[src/rtl/rv32i_pkg.sv]
// Shared widths and requester identifiers for the register-bank write-back path.
package rv32i_pkg;

    localparam int XLEN   = 32;
    localparam int NREG   = 16;
    localparam int REG_AW = 4;

    typedef enum logic {
        REQ_ALU = 1'b0,
        REQ_LSU = 1'b1
    } req_e;

endpackage

[src/rtl/rv32i_rr_arb2.sv]
// Two-way round-robin arbiter; the pointer records the last requester that transferred.
module rv32i_rr_arb2
    import rv32i_pkg::*;
(
    input  logic       clk,
    input  logic       rst,
    input  logic [1:0] req,
    input  logic       adv,
    output logic [1:0] gnt
);

    req_e last;

    always_comb begin
        gnt          = '0;
        gnt[REQ_ALU] = req[REQ_ALU] && (!req[REQ_LSU] || (last == REQ_LSU));
        gnt[REQ_LSU] = req[REQ_LSU] && (!req[REQ_ALU] || (last == REQ_ALU));
    end

    // Pointer moves only on an actual transfer; reset favours the ALU on the first tie.
    always_ff @(posedge clk) begin
        if (rst) begin
            last <= REQ_LSU;
        end else if (adv) begin
            last <= gnt[REQ_LSU] ? REQ_LSU : REQ_ALU;
        end
    end

endmodule

[src/rtl/rv32i_wb_sched.sv]
// Write-back scheduler: arbitrates the bank write port between ALU and LSU and keeps
// a per-register busy scoreboard that stalls issue on RAW/WAW hazards.
module rv32i_wb_sched
    import rv32i_pkg::*;
#(
    parameter int XLEN = rv32i_pkg::XLEN,
    parameter int NREG = rv32i_pkg::NREG
) (
    input  logic              clk_i,
    input  logic              rst_i,
    input  logic              is_upper_i,
    input  logic              iss_valid_i,
    input  logic [REG_AW-1:0] iss_rs1_i,
    input  logic [REG_AW-1:0] iss_rs2_i,
    input  logic [REG_AW-1:0] iss_rd_i,
    input  logic              iss_wr_i,
    output logic              iss_stall_o,
    input  logic              alu_valid_i,
    input  logic [REG_AW-1:0] alu_rd_i,
    input  logic [XLEN-1:0]   alu_data_i,
    output logic              alu_ready_o,
    input  logic              lsu_valid_i,
    input  logic [REG_AW-1:0] lsu_rd_i,
    input  logic [XLEN-1:0]   lsu_data_i,
    output logic              lsu_ready_o,
    output logic              rf_we_o,
    output logic [REG_AW-1:0] rf_rd_o,
    output logic [XLEN-1:0]   rf_din_o,
    output logic [NREG-1:0]   busy_o,
    output logic              err_o
);

    logic [NREG-1:0]   busy;
    logic [NREG-1:0]   set_mask;
    logic [NREG-1:0]   clr_mask;
    logic              err;
    logic              rf_we;
    logic [REG_AW-1:0] rf_rd;
    logic [XLEN-1:0]   rf_din;
    logic [1:0]        req;
    logic [1:0]        gnt;
    logic              xfer;
    logic [REG_AW-1:0] wb_rd;
    logic [XLEN-1:0]   wb_data;

    function automatic logic is_zero(input logic upper, input logic [REG_AW-1:0] r);
        return !upper && (r == '0);
    endfunction

    function automatic logic busy_at(input logic [NREG-1:0] b, input logic upper,
                                     input logic [REG_AW-1:0] r);
        return b[r] && !is_zero(upper, r);
    endfunction

    assign iss_stall_o = iss_valid_i &&
                         (busy_at(busy, is_upper_i, iss_rs1_i) ||
                          busy_at(busy, is_upper_i, iss_rs2_i) ||
                          (iss_wr_i && busy_at(busy, is_upper_i, iss_rd_i)));

    assign req = {lsu_valid_i, alu_valid_i};

    rv32i_rr_arb2 u_arb (
        .clk (clk_i),
        .rst (rst_i),
        .req (req),
        .adv (xfer),
        .gnt (gnt)
    );

    assign alu_ready_o = gnt[REQ_ALU];
    assign lsu_ready_o = gnt[REQ_LSU];
    assign xfer        = |(req & gnt);
    assign wb_rd       = gnt[REQ_LSU] ? lsu_rd_i   : alu_rd_i;
    assign wb_data     = gnt[REQ_LSU] ? lsu_data_i : alu_data_i;

    // Set from an accepted issue, clear from the write currently presented to the bank.
    always_comb begin
        set_mask = '0;
        clr_mask = '0;
        if (iss_valid_i && !iss_stall_o && iss_wr_i && !is_zero(is_upper_i, iss_rd_i)) begin
            set_mask[iss_rd_i] = 1'b1;
        end
        if (rf_we) begin
            clr_mask[rf_rd] = 1'b1;
        end
    end

    always_ff @(posedge clk_i) begin
        if (rst_i) begin
            busy   <= '0;
            err    <= 1'b0;
            rf_we  <= 1'b0;
            rf_rd  <= '0;
            rf_din <= '0;
        end else begin
            busy  <= (busy & ~clr_mask) | set_mask;
            if (rf_we && !busy[rf_rd]) begin
                err <= 1'b1;
            end
            rf_we <= xfer && !is_zero(is_upper_i, wb_rd);
            if (xfer) begin
                rf_rd  <= wb_rd;
                rf_din <= wb_data;
            end
        end
    end

    assign busy_o   = busy;
    assign err_o    = err;
    assign rf_we_o  = rf_we;
    assign rf_rd_o  = rf_rd;
    assign rf_din_o = rf_din;

endmodule
[config.mk]
export PLATFORM = sky130hd
export DESIGN_NAME = rv32i_wb_sched
export DESIGN_NICKNAME = d
export VERILOG_FILES = /design/src/rtl/rv32i_pkg.sv /design/src/rtl/rv32i_rr_arb2.sv /design/src/rtl/rv32i_wb_sched.sv
export SDC_FILE = /design/constraint.sdc
export NUM_CORES = 1
export LEC_CHECK = 0
export BUFFER_PORTS_ARGS = -buffer_cell sky130_fd_sc_hd__buf_2
export CAP_MARGIN = 10
export CORE_UTILIZATION = 40
export DETAILED_ROUTE_END_ITERATION = 12
export PLACE_DENSITY = 0.71
export SLEW_MARGIN = 10
export SYNTH_ARGS = -nofsm -noshare
export SYNTH_HDL_FRONTEND = slang
export SYNTH_SLANG_ARGS = --single-unit
[constraint.sdc]
create_clock -name clk_i -period 4.8 [get_ports clk_i]
set_input_delay 1.2 -clock clk_i [delete_from_list [all_inputs] [get_ports clk_i]]
set_output_delay 1.2 -clock clk_i [all_outputs]
set_load 0.01 [all_outputs]
==> impl_metrics.env, run 1 <==
export IMPL_period_needed_ns=4.285
export IMPL_drc=0
export IMPL_crit_path_frequent_cell="buf_2"
export IMPL_dr_pass1_iters=4
export IMPL_maxCapViolations=0
export IMPL_route_final_wire_length_mm=8.446
export IMPL_grt_max_degree=39
export IMPL_grt_pass1_vias=2861
export IMPL_r2r_setup_slack_ns=2.68
export IMPL_rows=31
export IMPL_grtUsageTotal=0.2254
export IMPL_max_stage_delay_ns=0.58
export IMPL_dp_slack_ns=0.5075
export IMPL_avgViaCountPerCell=5.480
export IMPL_start_kind="primary input"
export IMPL_worstMarginPinSlew_ns=0.6265
export IMPL_antennaDiodeCount=0
export IMPL_vias=2992
export IMPL_mostFrequentLayoutCells="buf_2 (147), dfxtp_1 (55), nand2_1 (45)"
export IMPL_yosysTopAreaCellShare=0.3668
export IMPL_critical_path_class="primary input to output port"
export IMPL_clock_sinks=55
export IMPL_netlist_instances=310
export IMPL_ant_nets=0
export IMPL_netSwitchingFraction=0.2876
export IMPL_p_int_uw=676.3
export IMPL_ctsHoldBuffers=0
export IMPL_syn_cell_area_mm2=0.003002
export IMPL_p_seq_frac=0.536
export IMPL_synth_warnings=0
export IMPL_initialDrtViolationCount=231
export IMPL_post_cts_resized=0
export IMPL_hpwl_mm=6.412
export IMPL_detail_route_wl_per_cell_um=15.47
export IMPL_clock_skew_ns=0.006438
export IMPL_final_cell_area_mm2=0.003895
export IMPL_fin_crit_sh=0.8927
export IMPL_gp_congestion=0.9153
export IMPL_antenna_found_initial=0
export IMPL_htreeDepth=2
export IMPL_drive_above_1_share=0.4228
export IMPL_fmax_ghz=0.2334
export IMPL_crit_arrival_ns=3.08
export IMPL_setup_slack_ns=0.5152
export IMPL_die_area_mm2=0.007854
export IMPL_cts_tree="yes"
export IMPL_rsz0062_at_grt="no"
export IMPL_slew_headroom=0.5803
export IMPL_worst_path_max_delay_cell="mux4_1"
export IMPL_cellLeakagePower_uw=0.001740
export IMPL_endpoint_kind="output port"
export IMPL_synth_edf_count=0
export IMPL_async_flop_share=0
export IMPL_nNetsFinal=537
export IMPL_avgSynthCellArea_um2=9.683
export IMPL_ctsLongestPathBuffers=2
export IMPL_setup_violations=0
export IMPL_start_util=0.4138
export IMPL_run_status="complete, no violations"
export IMPL_overflow=0
export IMPL_required_ns=3.60
export IMPL_postCtsSetupRepairBufs=0
export IMPL_cp_max_fo=17
export IMPL_synthDistinctLibCells=38
export IMPL_synthFlopType="dfxtp_1"
export IMPL_hold_path_class="flip-flop to flip-flop"
export IMPL_tns_ns=0
export IMPL_io_pins=148
export IMPL_grt_pass1_wl_mm=13.62
export IMPL_synth_nets=401
export IMPL_dieHeight_um=88.63
export IMPL_core_area_mm2=0.007253
export IMPL_synth_seq_cells=55
export IMPL_clockRootBuffer="clkbuf_8"
export IMPL_synth_area_leader_cell="dfxtp_1"
export IMPL_yosysSeqAreaShare=0.3668
export IMPL_power_share_clock=0.264
export IMPL_critical_path_cell_chain="buf_2, mux4_1, mux2_2, a22oi_4, o211ai_4, o21a_1, buf_2"
export IMPL_fp_dieW_um=88.63
export IMPL_layout_cells_most_common="buf_2"
export IMPL_p_sw_uw=273.0
export IMPL_finalHoldViolCount=0
export IMPL_peakVddDrop_uv=130.0
export IMPL_combinationalPowerShare=0.200
export IMPL_path_clk_slew_ns=0.09
export IMPL_postPlaceCellArea_mm2=0.003810
export IMPL_synthTopCellsByArea="dfxtp_1 (37%), mux2i_1 (13%), mux4_2 (11%)"
export IMPL_p_per_area_mw_per_mm2=243.7
export IMPL_finalMaxSlewViolations=0
export IMPL_insertion_delay_ns=0.30
export IMPL_cts_buffers=5
export IMPL_syn_to_final_growth_pct=29.76
export IMPL_port_buffers=147
[synth_stat cells, types with 3 or more instances]
cell type and number:
nor3_1 3, mux2i_1 38, dfxtp_1 55, o31ai_2 9, nor3b_1 4, inv_1 4
o21ai_0 36, nand3b_1 4, o311ai_0 5, a21oi_1 4, nor2_1 5, o211ai_1 8
buf_2 3, nand2_1 45, clkbuf_1 15, o31ai_1 7, nand3_1 23, mux4_2 14
[cells by family (layout without fill, tap and decap cells)]
logic type             Yosys count  in the layout  share of synthesized area
AOI/OAI and AO/OA               80             80                     0.1934
buffers and inverters           28            165                    0.04251
and+or+nand+nor                 91             91                     0.1405
muxes                           56             56                     0.2568
DFF                             55             55                     0.3668
[stage by stage]
| stage | power [µW] | utilization | instances | hold WS, ns |
|---|---|---|---|---|
| finish | 949.3 | 0.5370 | 546 | 0.4558 |
| global route | 999.3 | 0.5370 | 546 | 0.4882 |
| CTS | 960.2 | 0.5370 | 546 | 0.4607 |
| detailed placement | 710.7 | 0.5253 | 538 | 0.4368 |
| global placement | 706.0 | 0.5253 | 538 | 0.4299 |
| floorplan | 619.0 | - | 310 | 0.4844 |
[critical path, delay by kind of cell]
family	cells	cell delay, ns
muxes	2	0.88
buffers and inverters	2	0.29
AOI/OAI and AO/OA	3	0.71
[cell type report]
type                            instances  area (µm²)
Clock buffer                            6       72.57
Fill cell                             683        3358
Sequential cell                        55        1101
Multi-Input combinational cell        227        1793
Tap cell                               99       123.9
Timing Repair Buffer                  152       773.2
Clock inverter                          2       12.51
Inverter                                5       18.77
[metal layers]
layer | wire, µm | vias to the layer above | global-route usage
met3 | 659 | 28 | 0.05317
met4 | 283 | 0 | 0.1012
met5 | 0 | - | 0
met1 | 3385 | 1391 | 0.2641
li1 | - | 1432 | -
met2 | 4116 | 141 | 0.3916
[power by group through the flow]
stage | logic [µW] | clock network, µW | registers, µW
after floorplan | 95.9 | 0 | 523
after global placement | 188 | 0 | 518
after detailed placement | 192 | 0 | 519
after CTS | 192 | 259 | 509
after global routing | 209 | 276 | 514
final | 190 | 251 | 509
[worst paths after layout]
path                                    from          end  depth (start not counted)
worst max-delay path            iss_rs2_i[0]  iss_stall_o                          7
worst min-delay path             rf_din_o[3]  rf_din_o[3]                          2
worst max register to register    busy_o[14]    busy_o[9]                          5
worst min register to register   rf_din_o[3]  rf_din_o[3]                          2
[state kept, by name, indices dropped and copies added (netlist names)]
| signal | flops |
|---|---|
| rf_rd_o | 4 |
| rf_din_o | 32 |
| busy_o | 16 |
| rf_we_o | 1 |
| err_o | 1 |
| u_arb.last | 1 |
Power figures use the tool's default switching activity.
==> inputs of run 2 (changes only) <==
CORE_UTILIZATION = 50   (was 40)
PLACE_DENSITY = 0.86   (was 0.71)
==> run 2 against run 1 <==
  * Clock skew about the same
  * Non-clock buffer count unchanged
  * Setup slack got worse by 0.022 ns
  * Critical path type unchanged
  * Sequential share of layout area increased by 0.31 points
  * Cell count decreased by 5.3%
  * Highest routed layer unchanged
==> impl_metrics.env, run 2 (synthesized netlist as in run 1, its figures left out) <==
export IMPL_antennaDiodeCount=0
export IMPL_insertion_delay_ns=0.30
export IMPL_final_cell_area_mm2=0.003852
export IMPL_critical_path_class="primary input to output port"
export IMPL_ctsHoldBuffers=0
export IMPL_path_clk_slew_ns=0.09
export IMPL_cp_max_fo=17
export IMPL_route_final_wire_length_mm=8.736
export IMPL_period_needed_ns=4.307
export IMPL_run_status="complete, no violations"
export IMPL_rows=27
export IMPL_endpoint_kind="output port"
export IMPL_port_buffers=147
export IMPL_dieHeight_um=79.48
export IMPL_required_ns=3.60
export IMPL_overflow=0
export IMPL_p_sw_uw=269.6
export IMPL_initialDrtViolationCount=263
export IMPL_cts_buffers=5
export IMPL_clockRootBuffer="clkbuf_8"
export IMPL_fin_crit_sh=0.8973
export IMPL_slew_headroom=0.5681
export IMPL_p_per_area_mw_per_mm2=244.2
export IMPL_io_pins=148
export IMPL_dr_pass1_iters=4
export IMPL_p_seq_frac=0.541
export IMPL_p_int_uw=671.3
export IMPL_layout_cells_most_common="buf_2"
export IMPL_setup_slack_ns=0.4928
export IMPL_post_cts_resized=0
export IMPL_die_area_mm2=0.006317
export IMPL_clock_sinks=55
export IMPL_syn_to_final_growth_pct=28.34
export IMPL_drive_above_1_share=0.4225
export IMPL_dp_slack_ns=0.4928
export IMPL_avgViaCountPerCell=5.880
export IMPL_antenna_found_initial=0
export IMPL_fillerInstances=448
export IMPL_netSwitchingFraction=0.2866
export IMPL_power_share_clock=0.256
export IMPL_crit_arrival_ns=3.11
export IMPL_hold_path_class="flip-flop to flip-flop"
export IMPL_fmax_ghz=0.2322
export IMPL_fp_dieW_um=79.48
export IMPL_cts_tree="yes"
export IMPL_power_uw=940.9
export IMPL_ant_nets=0
export IMPL_nNetsFinal=537
export IMPL_gp_congestion=0.8864
export IMPL_combinationalPowerShare=0.204
export IMPL_grt_pass1_vias=3002
export IMPL_mostFrequentLayoutCells="buf_2 (147), dfxtp_1 (55), nand2_1 (45)"
export IMPL_grtUsageTotal=0.2861
export IMPL_largest_register_ffs=32
export IMPL_vias=3040
export IMPL_postCtsSetupRepairBufs=0
export IMPL_htreeDepth=2
export IMPL_rsz0062_at_grt="no"
export IMPL_grt_max_degree=39
export IMPL_core_area_mm2=0.005642
export IMPL_start_util=0.5320
export IMPL_start_kind="primary input"
export IMPL_hpwl_mm=6.647
export IMPL_finalMaxSlewViolations=0
export IMPL_cellLeakagePower_uw=0.001735
export IMPL_maxCapViolations=0
export IMPL_drc=0
export IMPL_worstMarginPinSlew_ns=0.6448
export IMPL_finalHoldViolCount=0
export IMPL_detail_route_wl_per_cell_um=16.90
export IMPL_grt_pass1_wl_mm=13.97
export IMPL_postPlaceCellArea_mm2=0.003776
export IMPL_setup_violations=0
export IMPL_peakVddDrop_uv=184.0
export IMPL_ctsLongestPathBuffers=2
export IMPL_tns_ns=0
export IMPL_clock_skew_ns=0.006053
-- run 2: cell count changes in the layout (fill, tap and decap cells not counted) --
cell,change
clkbuf_1,-1
clkinv_2,-1
-- run 2: path summary, 6_finish.rpt --
path         slack, ns  cells past startpoint         start            to
max reg2reg       2.68                      5    busy_o[11]     busy_o[8]
max               0.49                      7  iss_rs2_i[0]   iss_stall_o
min               0.46                      2  rf_din_o[29]  rf_din_o[29]
min reg2reg       0.46                      2  rf_din_o[29]  rf_din_o[29]
-- run 2: layer usage --
layer	vias to the layer above	GRT usage	wire length, µm
met4	0	0.1545	258
met2	171	0.5000	4494
met1	1411	0.3163	3255
met3	30	0.07086	727
met5	-	0	0
li1	1428	-	-
-- run 2: power groups by stage --
stage / logic, µW / registers [µW] / clock network (µW)
after floorplan: 95.9 / 523 / 0
after global placement: 186 / 518 / 0
after detailed placement: 192 / 519 / 0
after CTS: 192 / 509 / 246
after global routing: 208 / 513 / 265
final: 192 / 509 / 240
-- run 2: layout make-up --
class,count,area (µm²),area share
clock buffer,5,68.82,0.01786
clock inverter,1,7.507,0.001949
inverter,5,18.77,0.004872
multi-input combinational,227,1793,0.4654
sequential,55,1101,0.2858
tap,72,90.09,0.02338
timing repair buffer,152,773.2,0.2007
-- run 2: critical path, cell delays in order --
cell and delay (ns):
buf_2 0.17, mux4_1 0.57, mux2_2 0.31, a22oi_4 0.21, o211ai_4 0.25, o21a_1 0.26
buf_2 0.13
-- run 2: through the flow --
step	hold WS (ns)	std cells	util
floorplan	0.4844	310	-
global placement	0.4297	511	0.6693
detailed placement	0.4390	511	0.6693
CTS	0.4611	517	0.6829
global route	0.4808	517	0.6829
finish	0.4589	517	0.6829
==> inputs of run 3 (changes only) <==
--- a/constraint.sdc
+++ b/constraint.sdc
@@ -3,2 +3,2 @@
 set_output_delay 1.2 -clock clk_i [all_outputs]
-set_load 0.01 [all_outputs]
+set_load 0.1 [all_outputs]
==> run 3 against run 2 <==
  * Register-to-register slack hardly changed
  * Final area up 0.39%
  * Non-clock buffer count up 1
  * Fmax increased by 1.9%
  * Via count grew 0.13%
  * Cell count up 0.58%
  * Clock power increased by 3%
  * Die area stayed put
  * Hold slack got worse by 0.0010 ns
  * Critical path depth is 1 lower
  * First-iteration DRC count increased by 16%
  * Combinational power grew 100%
  * Critical endpoint unchanged
  * Largest cell class unchanged
  * Largest power group unchanged
==> impl_metrics.env, run 3 (synthesized netlist as in run 1, its figures left out) <==
export IMPL_clock_sinks=55
export IMPL_reg2reg_depth=6
export IMPL_power_uw=1141
export IMPL_vias=3044
export IMPL_grt_pass1_vias=3036
export IMPL_run_status="complete, no violations"
export IMPL_mostFrequentLayoutCells="buf_2 (147), dfxtp_1 (55), nand2_1 (45)"
export IMPL_met1Wirelength_mm=3.255
export IMPL_critical_path_class="primary input to output port"
export IMPL_post_cts_resized=0
export IMPL_insertion_delay_ns=0.31
export IMPL_route_met2_wl_mm=4.492
export IMPL_finalHoldViolCount=0
export IMPL_hold_start="rf_din_o[28]"
export IMPL_fmax_ghz=0.2366
export IMPL_max_stage_delay_ns=0.52
export IMPL_clock_skew_ns=0.008094
export IMPL_crit_arrival_ns=3.03
export IMPL_initialDrtViolationCount=305
export IMPL_hold_path_class="flip-flop to flip-flop"
export IMPL_die_area_mm2=0.006317
export IMPL_ctsLongestPathBuffers=2
export IMPL_p_per_area_mw_per_mm2=295.0
export IMPL_top_layer="met4"
export IMPL_detail_route_wl_per_cell_um=16.81
export IMPL_rows=27
export IMPL_worstReg2RegStart="busy_o[11]"
export IMPL_dieHeight_um=79.48
export IMPL_cts_buffers=5
export IMPL_syn_to_final_growth_pct=28.85
export IMPL_endpoint_kind="output port"
export IMPL_critical_path_cell_chain="buf_2, mux4_2, mux4_2, and2_1, o21a_1, buf_2"
export IMPL_overflow=0
export IMPL_fin_crit_sh=0.8806
export IMPL_post_route_util=0.6855
export IMPL_crit_buf_inv=2
export IMPL_setup_slack_ns=0.5732
export IMPL_period_needed_ns=4.227
export IMPL_dp_slack_ns=0.5724
export IMPL_route_final_wire_length_mm=8.739
export IMPL_worstMarginPinSlew_ns=0.6618
export IMPL_required_ns=3.60
export IMPL_finalMaxSlewViolations=0
export IMPL_peakVddDrop_uv=203.8
export IMPL_largest_register_ffs=32
export IMPL_hpwl_mm=6.656
export IMPL_io_pins=148
export IMPL_antennaDiodeCount=0
export IMPL_r2r_setup_slack_ns=2.68
export IMPL_core_area_mm2=0.005642
export IMPL_grt_max_degree=39
export IMPL_wl_met3_um=722
export IMPL_worst_path_max_delay_cell="mux4_2"
export IMPL_grt_pass1_wl_mm=14.09
export IMPL_startpoint="iss_rd_i[0]"
export IMPL_setup_violations=0
export IMPL_grtUsageTotal=0.2882
export IMPL_start_util=0.5320
export IMPL_dr_pass1_iters=4
export IMPL_rsz0062_at_grt="no"
export IMPL_slew_headroom=0.5578
export IMPL_layout_cells_most_common="buf_2"
export IMPL_port_buffers=147
export IMPL_holdWs_ns=0.4579
export IMPL_avgViaCountPerCell=5.854
export IMPL_drc=0
export IMPL_antenna_found_initial=0
export IMPL_fillerInstances=452
export IMPL_path_clk_slew_ns=0.09
export IMPL_maxCapViolations=0
export IMPL_seq_area_mm2=0.001101
export IMPL_gp_congestion=0.9159
export IMPL_postCtsSetupRepairBufs=0
export IMPL_ctsHoldBuffers=0
export IMPL_multiInputGateArea_mm2=0.001793
export IMPL_nNetsFinal=538
export IMPL_cellLeakagePower_uw=0.001751
export IMPL_critical_path_top_delay_family="multiplexers"
export IMPL_fp_dieW_um=79.48
export IMPL_hold_path_depth=2
export IMPL_reg2reg_to="busy_o[12]"
export IMPL_tns_ns=0
export IMPL_htreeDepth=2
export IMPL_start_kind="primary input"
export IMPL_ant_nets=0
export IMPL_whs_endpoint="rf_din_o[28]"
export IMPL_cts_tree="yes"
export IMPL_clockRootBuffer="clkbuf_8"
export IMPL_drive_above_1_share=0.4263
export IMPL_cp_max_fo=9
[run 3: cell count changes in the layout (fill, tap and decap cells not counted)]
cell        delta
buf_4          +1
clkinv_2       +3
clkinvlp_4     -1
[run 3: worst register-to-register path, delay by kind of cell (launching register included)]
family                 cells  cell delay (ns)
multiplexers               2             0.83
AO/OA/AOI/OAI              3             0.58
flip-flops                 1             0.42
buffers and inverters      1             0.21
[run 3: how the worst max path moves through the flow]
stage | end | slack, ns | depth (start not counted)
2_1_floorplan | iss_stall_o | 0.36 | 7
3_3_place_gp | iss_stall_o | 0.60 | 7
3_5_place_dp | iss_stall_o | 0.57 | 6
4_1_cts | iss_stall_o | 0.57 | 6
5_1_grt | iss_stall_o | 0.50 | 6
6_report | iss_stall_o | 0.57 | 6
[run 3: layout make-up]
class                      instances  area share
multi-input combinational        227      0.4636
sequential                        55      0.2847
timing repair buffer             153      0.2019
tap                               72     0.02329
clock buffer                       5     0.01779
inverter                           5    0.004853
clock inverter                     3    0.003882
[run 3: per-stage QoR]
stage,std cells,area (µm²)
floorplan,310,3002
global placement,512,3784
detailed placement,512,3784
CTS,520,3867
global route,520,3867
finish,520,3867
[run 3: power by group]
part           leakage, µW  internal [µW]  switching (µW)  total, µW
Sequential        0.000453            484            25.3        509
Clock            0.0000477            100             145        246
Combinational      0.00125           90.6             295        386
[run 3: metal layers]
layer  global-route usage  vias to the layer above
met5                    0                        -
met4               0.1673                        0
met3              0.05943                       27
met2               0.4991                      177
met1               0.3252                     1400
li1                     -                     1440
